==> src/rtl/fpu_mul_if.sv <==
// Command handshake and operand/result bus shared by the FPU arithmetic units.
// The initiator drives start and both operands; the unit returns the packed
// result, a one-cycle completion pulse and a busy level.
interface fpu_mul_if;
  logic        start;
  logic [31:0] a_operand;
  logic [31:0] b_operand;
  logic [31:0] ieee_packet_out;
  logic        cmd_end;
  logic        busy;

  modport master (
    output start,
    output a_operand,
    output b_operand,
    input  ieee_packet_out,
    input  cmd_end,
    input  busy
  );

  modport slave (
    input  start,
    input  a_operand,
    input  b_operand,
    output ieee_packet_out,
    output cmd_end,
    output busy
  );
endinterface

==> src/rtl/fpu_mul.sv <==
// Multi-cycle IEEE-754 binary32 multiplier.
// Significands are multiplied by a serial shift-add loop (one multiplier bit
// per clock). Results are rounded to nearest-even. Subnormal inputs are treated
// as zero and underflowing results flush to signed zero.
module fpu_mul (
  input  logic     clk,
  input  logic     arst,
  fpu_mul_if.slave bus
);

  typedef enum logic [2:0] {
    StIdle,
    StUnpack,
    StMult,
    StNorm,
    StRound,
    StDone,
    StWaitLow
  } state_e;

  localparam logic [31:0] QNaN = 32'h7FC0_0000;

  state_e             r_state;
  logic [31:0]        r_a;
  logic [31:0]        r_b;
  logic               r_sign;
  logic signed [9:0]  r_exp;
  logic [47:0]        r_mcand;
  logic [23:0]        r_mplier;
  logic [47:0]        r_prod;
  logic [4:0]         r_count;
  logic [23:0]        r_sig;
  logic               r_guard;
  logic               r_sticky;
  logic [31:0]        r_result;
  logic               r_cmd_end;
  logic               r_busy;

  // Field decode of the latched operands.
  logic [7:0]         w_ea;
  logic [7:0]         w_eb;
  logic [22:0]        w_ma;
  logic [22:0]        w_mb;
  logic               w_sign;
  logic               w_a_nan;
  logic               w_b_nan;
  logic               w_a_inf;
  logic               w_b_inf;
  logic               w_a_zero;
  logic               w_b_zero;
  logic signed [9:0]  w_exp_sum;

  assign w_ea      = r_a[30:23];
  assign w_eb      = r_b[30:23];
  assign w_ma      = r_a[22:0];
  assign w_mb      = r_b[22:0];
  assign w_sign    = r_a[31] ^ r_b[31];
  assign w_a_nan   = (w_ea == 8'hFF) && (w_ma != 23'd0);
  assign w_b_nan   = (w_eb == 8'hFF) && (w_mb != 23'd0);
  assign w_a_inf   = (w_ea == 8'hFF) && (w_ma == 23'd0);
  assign w_b_inf   = (w_eb == 8'hFF) && (w_mb == 23'd0);
  // Exponent 0 covers both true zero and subnormals, which are flushed.
  assign w_a_zero  = (w_ea == 8'h00);
  assign w_b_zero  = (w_eb == 8'h00);
  assign w_exp_sum = $signed({2'b00, w_ea}) + $signed({2'b00, w_eb}) - 10'sd127;

  logic        w_special;
  logic [31:0] w_special_res;

  // Classify special operand combinations that bypass the multiply loop.
  always_comb begin
    w_special     = 1'b1;
    w_special_res = 32'd0;
    if (w_a_nan || w_b_nan) begin
      w_special_res = QNaN;
    end else if ((w_a_inf && w_b_zero) || (w_a_zero && w_b_inf)) begin
      w_special_res = QNaN;
    end else if (w_a_inf || w_b_inf) begin
      w_special_res = {w_sign, 8'hFF, 23'd0};
    end else if (w_a_zero || w_b_zero) begin
      w_special_res = {w_sign, 31'd0};
    end else begin
      w_special = 1'b0;
    end
  end

  logic [47:0] w_prod_next;

  // One shift-add step: add the shifted multiplicand when the current
  // multiplier LSB is set.
  always_comb begin
    w_prod_next = r_prod;
    if (r_mplier[0]) begin
      w_prod_next = r_prod + r_mcand;
    end
  end

  logic [23:0]       w_norm_sig;
  logic              w_norm_guard;
  logic              w_norm_sticky;
  logic signed [9:0] w_norm_exp;

  // Align the 48-bit product so the leading one lands in significand bit 23.
  always_comb begin
    if (r_prod[47]) begin
      w_norm_sig    = r_prod[47:24];
      w_norm_guard  = r_prod[23];
      w_norm_sticky = |r_prod[22:0];
      w_norm_exp    = r_exp + 10'sd1;
    end else begin
      w_norm_sig    = r_prod[46:23];
      w_norm_guard  = r_prod[22];
      w_norm_sticky = |r_prod[21:0];
      w_norm_exp    = r_exp;
    end
  end

  logic              w_round_up;
  logic [24:0]       w_sig_rnd;
  logic [22:0]       w_fin_man;
  logic signed [9:0] w_fin_exp;
  logic [31:0]       w_round_res;

  // Round to nearest-even, renormalise on carry-out, then saturate to
  // infinity or flush to signed zero when the exponent leaves the normal range.
  always_comb begin
    w_round_up = r_guard & (r_sticky | r_sig[0]);
    w_sig_rnd  = {1'b0, r_sig} + {24'd0, w_round_up};
    if (w_sig_rnd[24]) begin
      w_fin_man = w_sig_rnd[23:1];
      w_fin_exp = r_exp + 10'sd1;
    end else begin
      w_fin_man = w_sig_rnd[22:0];
      w_fin_exp = r_exp;
    end
    if (w_fin_exp >= 10'sd255) begin
      w_round_res = {r_sign, 8'hFF, 23'd0};
    end else if (w_fin_exp <= 10'sd0) begin
      w_round_res = {r_sign, 31'd0};
    end else begin
      w_round_res = {r_sign, w_fin_exp[7:0], w_fin_man};
    end
  end

  // Command sequencer and datapath registers; all outputs are registered.
  always_ff @(posedge clk or negedge arst) begin
    if (!arst) begin
      r_state   <= StIdle;
      r_a       <= 32'd0;
      r_b       <= 32'd0;
      r_sign    <= 1'b0;
      r_exp     <= 10'sd0;
      r_mcand   <= 48'd0;
      r_mplier  <= 24'd0;
      r_prod    <= 48'd0;
      r_count   <= 5'd0;
      r_sig     <= 24'd0;
      r_guard   <= 1'b0;
      r_sticky  <= 1'b0;
      r_result  <= 32'd0;
      r_cmd_end <= 1'b0;
      r_busy    <= 1'b0;
    end else begin
      case (r_state)
        StIdle: begin
          if (bus.start) begin
            r_a     <= bus.a_operand;
            r_b     <= bus.b_operand;
            r_busy  <= 1'b1;
            r_state <= StUnpack;
          end
        end
        StUnpack: begin
          if (w_special) begin
            r_result  <= w_special_res;
            r_cmd_end <= 1'b1;
            r_state   <= StDone;
          end else begin
            r_sign   <= w_sign;
            r_exp    <= w_exp_sum;
            r_mcand  <= {24'd0, 1'b1, w_ma};
            r_mplier <= {1'b1, w_mb};
            r_prod   <= 48'd0;
            r_count  <= 5'd23;
            r_state  <= StMult;
          end
        end
        StMult: begin
          r_prod   <= w_prod_next;
          r_mcand  <= r_mcand << 1;
          r_mplier <= r_mplier >> 1;
          r_count  <= r_count - 5'd1;
          if (r_count == 5'd0) begin
            r_state <= StNorm;
          end
        end
        StNorm: begin
          r_sig    <= w_norm_sig;
          r_guard  <= w_norm_guard;
          r_sticky <= w_norm_sticky;
          r_exp    <= w_norm_exp;
          r_state  <= StRound;
        end
        StRound: begin
          r_result  <= w_round_res;
          r_cmd_end <= 1'b1;
          r_state   <= StDone;
        end
        StDone: begin
          r_cmd_end <= 1'b0;
          r_busy    <= 1'b0;
          r_state   <= StWaitLow;
        end
        StWaitLow: begin
          // A held start must drop before another command is accepted.
          if (!bus.start) begin
            r_state <= StIdle;
          end
        end
        default: begin
          r_state <= StIdle;
        end
      endcase
    end
  end

  assign bus.ieee_packet_out = r_result;
  assign bus.cmd_end         = r_cmd_end;
  assign bus.busy            = r_busy;

endmodule

==> src/flat_wrapper.sv <==
// flat-port wrapper written by rule: the top's interface ports become plain ports
module fpu_mul_flat 
  (clk, arst, bus_start, bus_a_operand, bus_b_operand, bus_ieee_packet_out, bus_cmd_end, bus_busy);
  fpu_mul_if bus_i ();
  input  logic clk;
  input  logic arst;
  input wire logic [$bits(bus_i.start)-1:0] bus_start;
  input wire logic [$bits(bus_i.a_operand)-1:0] bus_a_operand;
  input wire logic [$bits(bus_i.b_operand)-1:0] bus_b_operand;
  output wire logic [$bits(bus_i.ieee_packet_out)-1:0] bus_ieee_packet_out;
  output wire logic [$bits(bus_i.cmd_end)-1:0] bus_cmd_end;
  output wire logic [$bits(bus_i.busy)-1:0] bus_busy;
  assign bus_i.start = bus_start;
  assign bus_i.a_operand = bus_a_operand;
  assign bus_i.b_operand = bus_b_operand;
  assign bus_ieee_packet_out = bus_i.ieee_packet_out;
  assign bus_cmd_end = bus_i.cmd_end;
  assign bus_busy = bus_i.busy;
  fpu_mul u_core (.clk(clk), .arst(arst), .bus(bus_i));
endmodule
==> config.mk <==
export PLATFORM = sky130hd
export DESIGN_NAME = fpu_mul_flat
export DESIGN_NICKNAME = d
export VERILOG_FILES = /design/src/rtl/fpu_mul_if.sv /design/src/rtl/fpu_mul.sv /design/src/flat_wrapper.sv
export SDC_FILE = /design/constraint.sdc
export NUM_CORES = 1
export LEC_CHECK = 0
export CORE_ASPECT_RATIO = 0.75
export CORE_MARGIN = 3
export CORE_UTILIZATION = 52
export DETAILED_ROUTE_END_ITERATION = 6
export PLACE_DENSITY = 0.72
export SLEW_MARGIN = 20
export SYNTH_ARGS = -nofsm -noshare
export SYNTH_HDL_FRONTEND = slang
export SYNTH_SLANG_ARGS = --single-unit
==> constraint.sdc <==
create_clock -name clk -period 7.15 [get_ports clk]
set_input_delay 1.43 -clock clk [delete_from_list [all_inputs] [get_ports clk]]
set_output_delay 1.43 -clock clk [all_outputs]
set_load 0.02 [all_outputs]
* Word level (Yosys, flattened, before mapping)
Index checks and enable logic that the tools add are counted.
Word-level totals: register bits after elaboration 263, input port bits 67, output and inout port bits 34
Cells by class: $add $sub $neg 6, magnitude comparators 2, equal/unequal tests 15, multiplexer cells 38, bitwise operators 4, reduce and logical (&&, ||, !) cells 34
Operators with widths (number):
- 48-bit one-hot mux with 2 select lines | 2
- 32-bit 2-to-1 mux | 5
- 48-bit 2-to-1 mux | 3
- 32-bit one-hot mux with 2 select lines | 1
- 31-bit 2-to-1 mux | 2
- 48-bit adder | 1
- 24-bit 2-to-1 mux | 2
- 24-bit one-hot mux with 2 select lines | 1
- 23-bit logical NOT | 2
- 23-bit nonzero test | 2
- 10-bit 2-to-1 mux | 3
- 24-bit by 1-bit adder with 25-bit output | 1
- 23-bit 2-to-1 mux | 1
- 23-bit OR reduction | 1
- 22-bit OR reduction | 1
- 3-bit one-hot mux with 7 select lines | 1
- 10-bit one-hot mux with 2 select lines | 1
- 8-bit equality test (second input constant) | 2
- 8-bit logical NOT | 2
- 3-bit 2-to-1 mux | 4
- 2-bit AND reduction | 6
- 10-bit by 2-bit adder with 10-bit output (second input constant) | 1
- 10-bit by 9-bit greater-or-equal comparator with 1-bit output (second input constant) | 1
- 10-bit by 1-bit less-or-equal comparator with 1-bit output (second input constant) | 1
- 24 further kinds | 52

* Depth between registers and ports, before layout
depth in word-level cells 8, depth in mapped cells 13

* Least setup slack after synthesis
No wires, ideal clock.
path type flip-flop to flip-flop, from register u_core.r_sig[0], to register u_core.r_result[1], in the netlist u_core.bus.ieee_packet_out[1], setup time 122 ps, arrival 3104 ps, data required time 7028 ps, path slack 3924 ps, cell stages (with the launch flop) 14, path through dfrtp_1 -> o21a_1 -> ha_1 -> ha_1 -> nand3_2 -> or3_1 -> buf_2 -> nor3_4 -> nand2_1 -> or3_1 -> a22o_1 -> o311a_1 -> buf_6 -> a32o_1
On the way: word-level cells in the longest chain between the ends 8, elaborated cells on any way between the ends 10, those cells by class add/sub (1); order compare (2); mux (5); bitwise (2)
RTL lines:
- start: declaration | line fpu_mul.sv:32 | logic [23:0] r_sig;
- start signal: assignment | line fpu_mul.sv:198 | r_sig <= w_norm_sig;
- 1-bit OR | line fpu_mul.sv:127 | w_round_up = r_guard & (r_sticky | r_sig[0]);
- 1-bit bitwise AND | line fpu_mul.sv:127
- 24-bit by 1-bit adder with 25-bit output (*) | line fpu_mul.sv:128 | w_sig_rnd = {1'b0, r_sig} + {24'd0, w_round_up};
- 10-bit 2-to-1 mux | line fpu_mul.sv:129 | if (w_sig_rnd[24]) begin
- 10-bit by 1-bit less-or-equal comparator with 1-bit output | line fpu_mul.sv:138 | end else if (w_fin_exp <= 10'sd0) begin
- 31-bit 2-to-1 mux | line fpu_mul.sv:138
- 31-bit 2-to-1 mux (*) | line fpu_mul.sv:136 | if (w_fin_exp >= 10'sd255) begin
- 32-bit one-hot mux with 2 select lines (*) | line fpu_mul.sv:164 | case (r_state)
- end signal: assignment | line fpu_mul.sv:175 | r_result <= w_special_res;
- end signal: assignment | line fpu_mul.sv:205 | r_result <= w_round_res;
- end: declaration | line fpu_mul.sv:35 | logic [31:0] r_result;
Mark *: on every way between the ends. The rest lies on a longest branch, timed or not. A chain may end at the register's enable or synchronous reset.

* Final worst setup path
from register u_core.r_sig[0], to register u_core.r_result[14], in the netlist u_core.bus.ieee_packet_out[14]
Same word-level chain as after synthesis.

==> results.sh <==
export IMPL_p_comb_share_pct=43.6
export IMPL_drtAntennaViolNets=0
export IMPL_power_internal_mw=4.21
export IMPL_clkTransAtPathRegs_ps=60
export IMPL_switchingPower_mw=3.00
export IMPL_period_needed_ps=3900
export IMPL_nets=1826
export IMPL_grt_antenna_before_repair=0
export IMPL_dp_hpwl_um=25700
export IMPL_hold_violations=0
export IMPL_crit_path_max_fanout=16
export IMPL_yosysTopAreaCellShare_pct=44.3
export IMPL_ys_seq_area_share_pct=44.3
export IMPL_cts_hold_buffers=0
export IMPL_clk_path_buf_depth=3
export IMPL_grt_pass1_wl_um=60100
export IMPL_cts_root_buf="clkbuf_16"
export IMPL_switching_share_pct=41.6
export IMPL_fin_worst_skew_ps=21.9
export IMPL_htreeDepth=1
export IMPL_grt_pass1_vias=11671
export IMPL_initial_core_util_pct=53.9
export IMPL_cts_made_buffers=27
export IMPL_synth_area_top_cells="dfrtp_1, nand2_1, o21ai_0, ha_1, mux2_2"
export IMPL_setup_viol=0
export IMPL_drc=0
export IMPL_rsz0062_at_grt="false"
export IMPL_synth_fp_nets=1781
export IMPL_cpPeakStageDelay_ps=590
export IMPL_crit_chain="o21a_1 > ha_1 > ha_1 > nand3_2 > or3_1 > nor3_4 > nand2_1 > or3_1 > a22o_1 > o311a_1 > o211ai_2 > o21ai_0"
export IMPL_clock_sinks=263
export IMPL_drt_iter0_markers=1015
export IMPL_crit_slowest_cell="nor3_4"
export IMPL_final_cell_mix="nand2_1, dfrtp_1, o21ai_0, nor2_1, clkdlybuf4s50_1"
export IMPL_grt_overflow=0
export IMPL_critPathTopFamily="simple AND/OR/NAND/NOR gates"
export IMPL_status="finished, final reports clean"
export IMPL_synthCells=1651
export IMPL_core_area_um2=27500
export IMPL_cts_resized=0
export IMPL_wl_per_cell_um=17.2
export IMPL_dp_cells=2045
export IMPL_synth_area_leader_cell="dfrtp_1"
export IMPL_critPathLaunchType="register"
export IMPL_grt_max_degree=102
export IMPL_layout_commonest_cell="nand2_1"
export IMPL_io_buffer_count=100
export IMPL_die_w_um=201
export IMPL_grtUsageTotal_pct=23.1
export IMPL_synth_area_um2=14800
export IMPL_viasPerCell=5.92
export IMPL_path_buf_inv=0
export IMPL_die_h_um=152
export IMPL_yosys_most_used_dff="dfrtp_1"
export IMPL_antenna_cells=0
export IMPL_ys_warn_count=0
export IMPL_drt_first_pass_iters=5
export IMPL_final_cell_area_um2=17000
export IMPL_p_leak_nw=7.29
export IMPL_slew_viol_final=0
export IMPL_relSlewSlack_pct=30.2
export IMPL_synth_distinct_cells=65
export IMPL_async_flop_share_pct=100
export IMPL_fmax_ghz=0.256
export IMPL_vias=12405
export IMPL_place_gp_congestion=0.933
export IMPL_cp_arrival_ps=4310
export IMPL_cts_post_setup_buffers_inserted=0
export IMPL_drt_wl_total_um=36100
export IMPL_drive_gt1_share_pct=8.33
export IMPL_cap_violations=0
export IMPL_cts_tree="yes"
export IMPL_placed_area_um2=16100
export IMPL_vdd_drop_max_v=0.000228
export IMPL_tns_ps=0
export IMPL_holdCritPathClass="reg2reg"
export IMPL_finalCritPeriodShare_pct=54.6
export IMPL_clkLatencyLatePin_ps=560
export IMPL_path_class="reg2reg"
export IMPL_die_area_um2=30600
export IMPL_avgSynthCellArea_um2=8.99
export IMPL_synth_edff_count=0
export IMPL_end_kind="register"
export IMPL_synthToLayoutAreaGrowth_pct=14.6
export IMPL_pwr_share_clk_pct=20.7
export IMPL_final_cells=2095
export IMPL_row_count=52
export IMPL_cp_required_ps=7550
export IMPL_tightest_slew_ps=1050
export IMPL_synth_seq_cells=263
export IMPL_ioPinCount=101
export IMPL_power_density_nw_per_um2=424
export IMPL_pwr_share_seq_pct=35.6
## flip-flops by register name, indices dropped and copies added, names as in the netlist
signal / flops
u_core.bus.cmd_end: 1
u_core.r_b: 32
u_core.r_sign: 1
u_core.r_state: 3
u_core.r_mcand: 48
u_core.r_mplier: 24
u_core.r_prod: 48
u_core.r_sig: 24
u_core.r_exp: 10
u_core.r_a: 32
u_core.r_count: 5
u_core.bus.busy: 1
u_core.r_sticky: 1
u_core.bus.ieee_packet_out: 32
u_core.r_guard: 1
## path summary, 6_finish.rpt
check                                         from                             end  slack, ps  depth (start not counted)
worst max-delay path               u_core.r_sig[0]  u_core.bus.ieee_packet_out[14]       3250                         12
worst min-delay path            u_core.r_mplier[3]              u_core.r_mplier[3]        480                          2
worst max register to register     u_core.r_sig[0]  u_core.bus.ieee_packet_out[14]       3250                         12
worst min register to register  u_core.r_mplier[3]              u_core.r_mplier[3]        480                          2
max in group asynchronous                     arst               u_core.r_prod[21]       5010                          2
min in group asynchronous                     arst                 u_core.r_exp[9]        900                          1
## metal layers
| layer | part of all wire (%) | vias up | routed length (um) | GRT usage (%) |
|---|---|---|---|---|
| met4 | 1.8 | 0 | 648 | 4.51 |
| met3 | 6.1 | 47 | 2210 | 2.67 |
| met1 | 49 | 5988 | 17600 | 36.4 |
| met2 | 43 | 362 | 15600 | 34.7 |
| li1 | - | 6008 | - | - |
| met5 | 0 | - | 0 | 0 |
## stage by stage
stage / hold slack, ps / worst slack, ps / util [%] / power (mW)
finish: 477 / 3250 / 61.8 / 7.21
global route: 509 / 2980 / 61.8 / 7.77
CTS: 478 / 3230 / 61.8 / 7.21
detailed placement: 463 / 3220 / 58.3 / 5.69
global placement: 458 / 3320 / 58.3 / 5.58
floorplan: 446 / 3920 / - / 4.82
## power groups by stage
stage               Clock, mW  Sequential [mW]  Combinational [mW]
floorplan                   0             2.39                2.43
global placement            0             2.56                3.02
detailed placement          0             2.58                3.11
CTS                      1.52             2.56                3.13
global route             1.58             2.65                3.54
finish                   1.50             2.57                3.15
## Yosys cell counts, drive strengths merged (5+ instances only)
library cell,instances
o21ai,174
mux2i,33
a31oi,38
nor2,102
ha,61
xnor2,33
xor2,44
nand3,80
nor4,23
or3,5
dfrtp,263
and2,8
nand2b,12
o21a,8
o211ai,9
o22ai,8
a21o,26
mux2,62
a21oi,74
nand4,24
o32ai,7
clkbuf,82
a22oi,22
buf,13
nand2,296
o31ai,5
nor2b,10
nor3,24
and3,16
inv,22
or2,5
a211oi,5
## worst reg2reg max path: stages, from the launching register on
cell      delay [ps]
dfrtp_1          380
o21a_1           130
ha_1             180
ha_1             210
nand3_2          130
or3_1            510
nor3_4           590
nand2_1          210
or3_1            330
a22o_1           200
o311a_1          500
o211ai_2         230
o21ai_0          170
## cell families after synthesis
kind of cell	share of synthesized area (%)
mux	6.93
simple gates	18.8
flops	44.3
compound gates	16.9
xor+xnor	4.54
buf+inv	3.02
fa+ha+maj	5.41
## area by class of cell
cell class / instances / area, um2
clock buffers: 35 / 766
clock inverters: 15 / 181
fillers: 2359 / 10500
inverters: 22 / 82.6
multi-input cells: 1271 / 7830
flip-flops and latches: 263 / 6580
well taps: 378 / 473
repair buffers: 111 / 1090
No activity file was read; power rests on OpenSTA's default activity.
